--- src/rtl/mem_data_bridge.sv ---
// mem_data_bridge
//   Converts the core's single-cycle data SRAM access into a
//   variable-latency req/addr_ok/data_ok memory bus transaction. It stalls
//   the core until the access completes, then holds read data stable for
//   the MEM stage until the pipeline advances.
//
// Ports
//   clk, rst            clock (rising edge), asynchronous active-low reset
//   data_sram_en/wen/addr/wdata   core access request (wen==0 is a read)
//   data_sram_rdata     read word returned to the MEM stage
//   stallreq            stall request to the core (combinational in IDLE)
//   core_stall          core pipeline is not advancing this cycle
//   bus_req/wr/size/wstrb/addr/wdata   bus request channel
//   bus_addr_ok         request accepted by the bus
//   bus_data_ok/rdata   response channel
//   state_dbg           current FSM state: 0 IDLE, 1 REQ, 2 WAIT, 3 HOLD
//
// Handshake: a request is in flight on every cycle bus_req=1; it is
// transferred on the rising edge where bus_req=1 and bus_addr_ok=1. The
// single response is transferred on the first later rising edge where
// bus_data_ok=1. bus_data_ok outside WAIT is ignored.
module mem_data_bridge #(
  parameter int ADDR_WIDTH = 32,
  parameter int DATA_WIDTH = 32
) (
  input  logic                  clk,
  input  logic                  rst,
  input  logic                  data_sram_en,
  input  logic [3:0]            data_sram_wen,
  input  logic [ADDR_WIDTH-1:0] data_sram_addr,
  input  logic [DATA_WIDTH-1:0] data_sram_wdata,
  output logic [DATA_WIDTH-1:0] data_sram_rdata,
  output logic                  stallreq,
  input  logic                  core_stall,
  output logic                  bus_req,
  output logic                  bus_wr,
  output logic [1:0]            bus_size,
  output logic [3:0]            bus_wstrb,
  output logic [ADDR_WIDTH-1:0] bus_addr,
  output logic [DATA_WIDTH-1:0] bus_wdata,
  input  logic                  bus_addr_ok,
  input  logic                  bus_data_ok,
  input  logic [DATA_WIDTH-1:0] bus_rdata,
  output logic [1:0]            state_dbg
);

  typedef enum logic [1:0] {
    IDLE = 2'd0,
    REQ  = 2'd1,
    WAIT = 2'd2,
    HOLD = 2'd3
  } state_t;

  state_t state;

  logic                  is_write;
  logic [1:0]            req_size;
  logic [ADDR_WIDTH-1:0] req_addr;

  // Request fields derived from the core's access, latched on acceptance.
  // Irregular write patterns fall back to a word access with the strobes
  // passed through unchanged.
  always_comb begin
    is_write = |data_sram_wen;
    req_size = 2'd2;
    req_addr = {data_sram_addr[ADDR_WIDTH-1:2], 2'b00};
    if (is_write) begin
      req_addr = data_sram_addr;
      unique case (data_sram_wen)
        4'b0001, 4'b0010, 4'b0100, 4'b1000: req_size = 2'd0;
        4'b0011, 4'b1100:                   req_size = 2'd1;
        default:                            req_size = 2'd2;
      endcase
    end
  end

  // In IDLE the stall must be raised in the same cycle the core presents
  // the access, so it cannot wait for the state register.
  always_comb begin
    stallreq = 1'b0;
    unique case (state)
      IDLE:    stallreq = data_sram_en;
      REQ:     stallreq = 1'b1;
      WAIT:    stallreq = 1'b1;
      default: stallreq = 1'b0;
    endcase
  end

  assign state_dbg = state;

  always_ff @(posedge clk or negedge rst) begin
    if (!rst) begin
      state           <= IDLE;
      bus_req         <= 1'b0;
      bus_wr          <= 1'b0;
      bus_size        <= 2'd0;
      bus_wstrb       <= 4'd0;
      bus_addr        <= '0;
      bus_wdata       <= '0;
      data_sram_rdata <= '0;
    end else begin
      unique case (state)
        IDLE: begin
          if (data_sram_en) begin
            state     <= REQ;
            bus_req   <= 1'b1;
            bus_wr    <= is_write;
            bus_size  <= req_size;
            bus_wstrb <= data_sram_wen;
            bus_addr  <= req_addr;
            bus_wdata <= data_sram_wdata;
          end
        end
        REQ: begin
          if (bus_addr_ok) begin
            state   <= WAIT;
            bus_req <= 1'b0;
          end
        end
        WAIT: begin
          if (bus_data_ok) begin
            state <= HOLD;
            if (!bus_wr) data_sram_rdata <= bus_rdata;
          end
        end
        HOLD: begin
          // data_sram_en still belongs to the completed instruction here;
          // only the pipeline advancing releases the bridge.
          if (!core_stall) state <= IDLE;
        end
        default: state <= IDLE;
      endcase
    end
  end

endmodule

--- config.mk ---
export PLATFORM = sky130hd
export DESIGN_NAME = mem_data_bridge
export DESIGN_NICKNAME = d
export VERILOG_FILES = /design/src/rtl/mem_data_bridge.sv
export SDC_FILE = /design/constraint.sdc
export NUM_CORES = 1
export LEC_CHECK = 0
export CAP_MARGIN = 20
export CORE_MARGIN = 3
export CORE_UTILIZATION = 40
export CTS_CLUSTER_DIAMETER = 200
export DETAILED_ROUTE_END_ITERATION = 12
export PLACE_DENSITY = 0.86
export SLEW_MARGIN = 20
export SYNTH_ARGS = -nofsm -noshare
export SYNTH_HDL_FRONTEND = slang
export SYNTH_SLANG_ARGS = --single-unit
--- constraint.sdc ---
create_clock -name clk -period 1.81 [get_ports clk]
set_input_delay 0.362 -clock clk [delete_from_list [all_inputs] [get_ports clk]]
set_output_delay 0.362 -clock clk [all_outputs]
set_load 0.01 [all_outputs]
==> results of run 1 <==
[final timing paths]
check                        startpoint                  to  slack (ns)  depth (start not counted)
max                        state_dbg[0]            stallreq         0.1                          5
min                                 rst       bus_wdata[13]        0.47                          2
max reg2reg                state_dbg[1]  data_sram_rdata[3]        0.18                          5
min reg2reg                 bus_size[1]         bus_size[1]        0.50                          2
max in group asynchronous           rst  data_sram_rdata[7]        0.71                          3
min in group clk            bus_size[1]         bus_size[1]        0.50                          2
[critical path, cell delays in order, from the launching register on]
cell and delay [ns]:
dfrtp_1 0.40, inv_2 0.10, ha_4 0.21, a21oi_2 0.11, nor2_1 0.05, buf_2 0.13
[metrics by stage]
step	setup WS, ns	hold slack (ns)	cell area [sq um]	total power, uW
finish	0.0975	0.468	6860	11800
global route	0.00893	0.488	6860	12400
CTS	0.0119	0.459	6840	11900
detailed placement	-0.0832	0.332	6630	10300
global placement	-0.0889	0.324	6630	10100
floorplan	0.192	0.0664	4290	7040
[cells in the final DEF (no fill, tap or decap)]
cell / Yosys / routed
bufinv_16: 0 / 1
nor2_1: 4 / 4
nand2_4: 0 / 1
buf_2: 4 / 1
a21o_1: 1 / 1
nand3b_1: 1 / 1
nand2_1: 5 / 4
ha_1: 5 / 4
a22o_1: 2 / 2
mux2_2: 46 / 46
clkinv_2: 0 / 1
nand2b_1: 2 / 2
xor2_1: 1 / 1
buf_12: 0 / 4
mux2i_1: 1 / 1
inv_1: 3 / 1
buf_4: 1 / 8
ha_4: 0 / 1
inv_8: 0 / 1
clkdlybuf4s50_1: 0 / 208
dlygate4sd3_1: 0 / 1
inv_2: 0 / 2
o2bb2ai_1: 1 / 1
nor4bb_1: 1 / 1
clkbuf_8: 0 / 9
mux2_4: 53 / 53
a21oi_2: 0 / 1
o2111ai_1: 1 / 1
dfrtp_1: 106 / 106
dlymetal6s2s_1: 0 / 2
clkinv_4: 0 / 1
inv_6: 0 / 3
o21ai_0: 2 / 2
a21oi_1: 3 / 2
a31oi_1: 1 / 1
[logic make-up after synthesis]
logic type      Yosys count  share of synthesized area [%]
mux                     100                           30.8
compound gates           11                           1.72
xor+xnor                  1                          0.204
fa+ha+maj                 5                           1.46
flops                   106                           61.8
buf+inv                  14                           2.48
simple gates             13                           1.49
[where the power goes]
part | internal, uW | leakage, uW | switching (uW)
clock network | 665 | 0.000107 | 839
logic | 3940 | 0.00174 | 2080
registers | 3580 | 0.00126 | 657
[state kept, by name, summed over array words and instances (netlist names)]
signal / flops
bus_wstrb: 4
state_dbg: 2
bus_wdata: 32
bus_size: 2
bus_addr: 32
bus_req: 1
data_sram_rdata: 32
bus_wr: 1
[what timing repair did]
item                                    in CTS  in global routing
endpoints found under the setup margin       1                  3
gates resized for setup                      6                  4
hold buffers                                 1                  0
pin swaps                                    1                  1
hold endpoints to repair                    29                  0
setup buffers                                0                  0
[layout make-up]
class / instances / area [sq um]
clock inverter: 7 / 81.3
sequential: 106 / 2650
inverter: 3 / 11.3
timing repair buffer: 224 / 2260
clock buffer: 9 / 124
multi-input combinational: 130 / 1560
tap: 136 / 170
fill: 756 / 3510
[per-layer routing]
layer	GRT usage [%]	share of wire [%]	vias to the layer above
li1	-	-	1322
met1	19.2	38	1400
met2	30.2	51	123
met3	4.93	8.7	18
met4	6.32	1.9	0
met5	0	0	-
==> flow_summary_export.csv, run 1 <==
group,metric,value,unit
synthesis,ys_seq_area_share,61.8,%
floorplanning,die_w,110,um
global_route,grt_usage,16.9,%
floorplanning,coreArea,10400,sq um
clock_network,cts_buffer_depth,2,
synthesis,ys_async_sr_fraction,100,%
sta,post-route-min-period,1.71,ns
synthesis,syn_area_per_cell,17.2,sq um
pwr,power_per_cell_area,1710,nW/um^2
routing,vias,2863,
worst_setup_path,cp_data_arrival_time,1.35,ns
worst_setup_path,critPathCaptureType,"primary output",
place,dp_cells,598,
clock_network,cts.sinks,106,
synthesis,yosysTopAreaCell,"dfrtp_1",
routing,wl,10500,um
routing,wire_per_inst,17.0,um
sta,setup_tns,0,ns
place,place_congestion,0.707,
global_route,grt_pass1_vias,3037,
sta,drv_slew,0,
layout,n_antenna_cell,0,
layout,utilization,66.1,%
sta,rsz0062_at_grt,"no",
worst_setup_path,critPathRequiredTime,1.45,ns
synthesis,syn_area,4290,sq um
sta,fin_crit_sh,94.6,%
synthesis,synth_edf_count,0,
layout,nNetsFinal,585,
pwr,p_leak,0.00311,uW
worst_setup_path,crit_path_start_kind,"flip-flop",
synthesis,synthesis.nets,361,
synthesis,ys.flop_type,"dfrtp_1",
clock_network,cts_root_buf,"clkbuf_8",
synthesis,synth.area.top_cells,"dfrtp_1 (62%), mux2_4 (19%), mux2_2 (12%)",
hold_path,hp-class,"input port to asynchronous set/reset pin",
job,max_cap_violations,0,
place,io_buffer_count,212,
sta,slew-limit-headroom,71.9,%
clock_network,h-tree-depth,3,
global_route,antenna_found_initial,0,
layout,syn_to_final_growth,59.8,%
sta,clock_skew,0.0131,ns
outcome,outcome,"finished clean",
global_route,grt_max_degree,55,
floorplanning,initial_core_util,41.4,%
synthesis,ys_ff_latch,106,
layout,drive_above_1_share,27.8,%
synthesis,synth.top_cells.by_count,"dfrtp_1 (106), mux2_4 (53), mux2_2 (46)",
clock_network,clk_pin_slew,0.11,ns
worst_setup_path,crit_fanout,3,
routing,dr.pass1.iters,4,
floorplanning,die_height,110,um
layout,layout.cells.non_filler,615,
sta,setup_violations,0,
synthesis,ys_types,22,
routing,vias_per_cell,4.66,
routing,drc,0,
synthesis,syn_inst,250,
global_route,grt_overflow,0,
synthesis,synth_top_area_share,61.8,%
floorplanning,die-area,12000,sq um
routing,drt_first_iter_violations,86,
sta,tightest_slew,0.422,ns
clock_network,cts_tree,"built",
synthesis,synth_most_common_cell,"dfrtp_1",
global_route,grt_pass1_wl,15600,um
sta,hold_viol,0,
clock_network,clk_latency,0.36,ns
floorplanning,io_pins,213,
floorplanning,fp-row-count,37,
sta,fmax,584,MHz
pwr,peakVddDrop,0.780,mV
routing,ant_nets,0,
clock_network,numCtsBuffers,9,
synthesis,yosys_warnings,0,
worst_setup_path,worstSetupPathType,"flip-flop to primary output",
place,hpwl,7980,um
(Power assumes the default switching activity.)
==> inputs of run 2 (changes only) <==
Settings changed: CORE_MARGIN 3 to default, SLEW_MARGIN 20 to 25.
==> run 2 against run 1 <==
Global-route usage up 1.7 points. Sequential share of layout area rose by 0.26 points. Worst hold slack worse by 0.41 ns. Register-to-register slack worse by 0.02 ns. Critical path type unchanged. Via count rose by 0.66%. Final cell count down 0.16%. Largest power group unchanged. First-iteration DRC count fell by 7.0%. Die area fell by 7.2%. Total power fell by 1.2%. Routed wire length fell by 3.3%.
==> flow_summary_export.csv, run 2 (synthesis gave the netlist of run 1 again) <==
group,metric,value,unit
routing,ant_nets,0,
routing,vias,2882,
job,max_cap_violations,0,
global_route,grt_usage,18.6,%
worst_setup_path,ff2ff_path_depth,6,
sta,post-route-min-period,1.72,ns
global_route,grt_overflow,0,
layout,layout_commonest_cell,"clkdlybuf4s50_1",
sta,fmax,580,MHz
layout,n_antenna_cell,0,
worst_setup_path,rr_startpoint,"state_dbg[0]",
worst_setup_path,crit_path_start_kind,"flip-flop",
floorplanning,die_height,106,um
layout,syn_to_final_growth,58.7,%
layout,layout_common_cells,"clkdlybuf4s50_1 (208), dfrtp_1 (106), mux2_4 (53)",
layout,nNetsFinal,584,
pwr,p_leak,0.00309,uW
clock_network,cts_tree,"built",
routing,drt_first_iter_violations,80,
worst_setup_path,critPathRequiredTime,1.45,ns
floorplanning,die-area,11100,sq um
place,place_congestion,0.801,
sta,setup_ws,0.0858,ns
place,hpwl,7380,um
clock_network,clk_pin_slew,0.12,ns
worst_setup_path,crit_fanout,2,
global_route,antenna_found_initial,0,
routing,wire_per_inst,16.5,um
layout,utilization,65.7,%
pwr,power_per_cell_area,1700,nW/um^2
layout,drive_above_1_share,27.6,%
routing,drc,0,
global_route,grt_pass1_wl,16200,um
routing,vias_per_cell,4.69,
sta,fin_crit_sh,95.3,%
floorplanning,die_w,106,um
clock_network,clk_latency,0.36,ns
worst_setup_path,cp_data_arrival_time,1.36,ns
worst_setup_path,worstSetupPathType,"flip-flop to primary output",
worst_setup_path,r2r_slack,0.16,ns
floorplanning,initial_core_util,41.4,%
floorplanning,io_pins,213,
worst_setup_path,critPathCaptureType,"primary output",
layout,reg_top3,"bus_addr (32), bus_wdata (32), data_sram_rdata (32)",
floorplanning,coreArea,10400,sq um
worst_setup_path,timing.rr.end,"data_sram_rdata[12]",
clock_network,cts_buffer_depth,2,
clock_network,cts_root_buf,"clkbuf_8",
outcome,outcome,"finished clean",
global_route,grt_pass1_vias,3167,
sta,setup_violations,0,
sta,hold_viol,0,
floorplanning,fp-row-count,37,
place,dp_worst_setup_slack,-0.122,ns
sta,clock_skew,0.0207,ns
clock_network,cts.sinks,106,
pwr,peakVddDrop,0.813,mV
global_route,grt_max_degree,107,
place,io_buffer_count,212,
layout,fill_cells,767,
sta,tightest_slew,0.560,ns
clock_network,numCtsBuffers,9,
worst_setup_path,crit_start,"state_dbg[0]",
routing,wl,10100,um
routing,dr.pass1.iters,4,
clock_network,cts_setup_buffers,0,
sta,drv_slew,0,
clock_network,h-tree-depth,3,
sta,slew-limit-headroom,62.6,%
sta,rsz0062_at_grt,"no",
clock_network,cts-hold-fix-buffers,0,
hold_path,hp-class,"input port to asynchronous set/reset pin",
-- run 2: changes by cell type in the layout (fill, tap and decap cells not counted), sizes merged --
cell         before  now
bufinv            1    0
inv               7    6
clkinv            2    4
dlygate4sd3       1    0
-- run 2: metal layers --
layer	up-vias	global-route usage (%)	part of all wire, %	routed length (um)
li1	1320	-	-	-
met1	1422	23.5	42	4220
met2	127	31.6	50	5040
met3	13	4.02	6.8	691
met4	0	6.45	1.6	167
met5	-	0	0	0
-- run 2: area by class of cell --
class	instances	area [sq um]	area share [%]
multi-input combinational	130	1550	22.8
clock buffer	9	124	1.82
tap	136	170	2.50
sequential	106	2650	38.9
clock inverter	7	50.0	0.735
inverter	3	11.3	0.165
timing repair buffer	223	2250	33.1
-- run 2: worst max-delay path by stage --
stage | endpoint | slack (ns) | depth (start not counted)
after CTS | state_dbg[0] | 0.01 | 2
after global placement | stallreq | -0.1 | 4
after detailed placement | stallreq | -0.12 | 4
after global routing | stallreq | 0.002 | 5
final | stallreq | 0.09 | 5
after floorplan | bus_addr[10] | 0.19 | 6
-- run 2: timing repair --
action,in CTS,in global routing
pin swaps,0,0
resized for setup,8,2
gates cloned,0,0
setup endpoints to repair,1,2
-- run 2: per-stage QoR --
step	power [uW]	cells	cell area (sq um)	hold slack, ns	TNS, ns
floorplan	7040	250	4290	0.0664	0
global placement	10100	598	6630	0.473	-0.0972
detailed placement	10300	598	6630	0.484	-0.442
CTS	11700	614	6810	0.0780	0
global route	12200	614	6810	0.0927	0
finish	11600	614	6810	0.0554	0
-- run 2: power breakdown --
| part | switching [uW] | internal [uW] | leakage (uW) |
|---|---|---|---|
| logic | 2070 | 3950 | 0.00173 |
| clock network | 836 | 513 | 0.0000942 |
| registers | 662 | 3580 | 0.00126 |
| total | 3570 | 8040 | 0.00309 |
-- run 2: critical path, cell delays in order, from the launching register on --
cell and delay (ns):
dfrtp_1 0.41, inv_2 0.09, ha_4 0.21, a21oi_1 0.11, nor2_1 0.05, buf_2 0.13
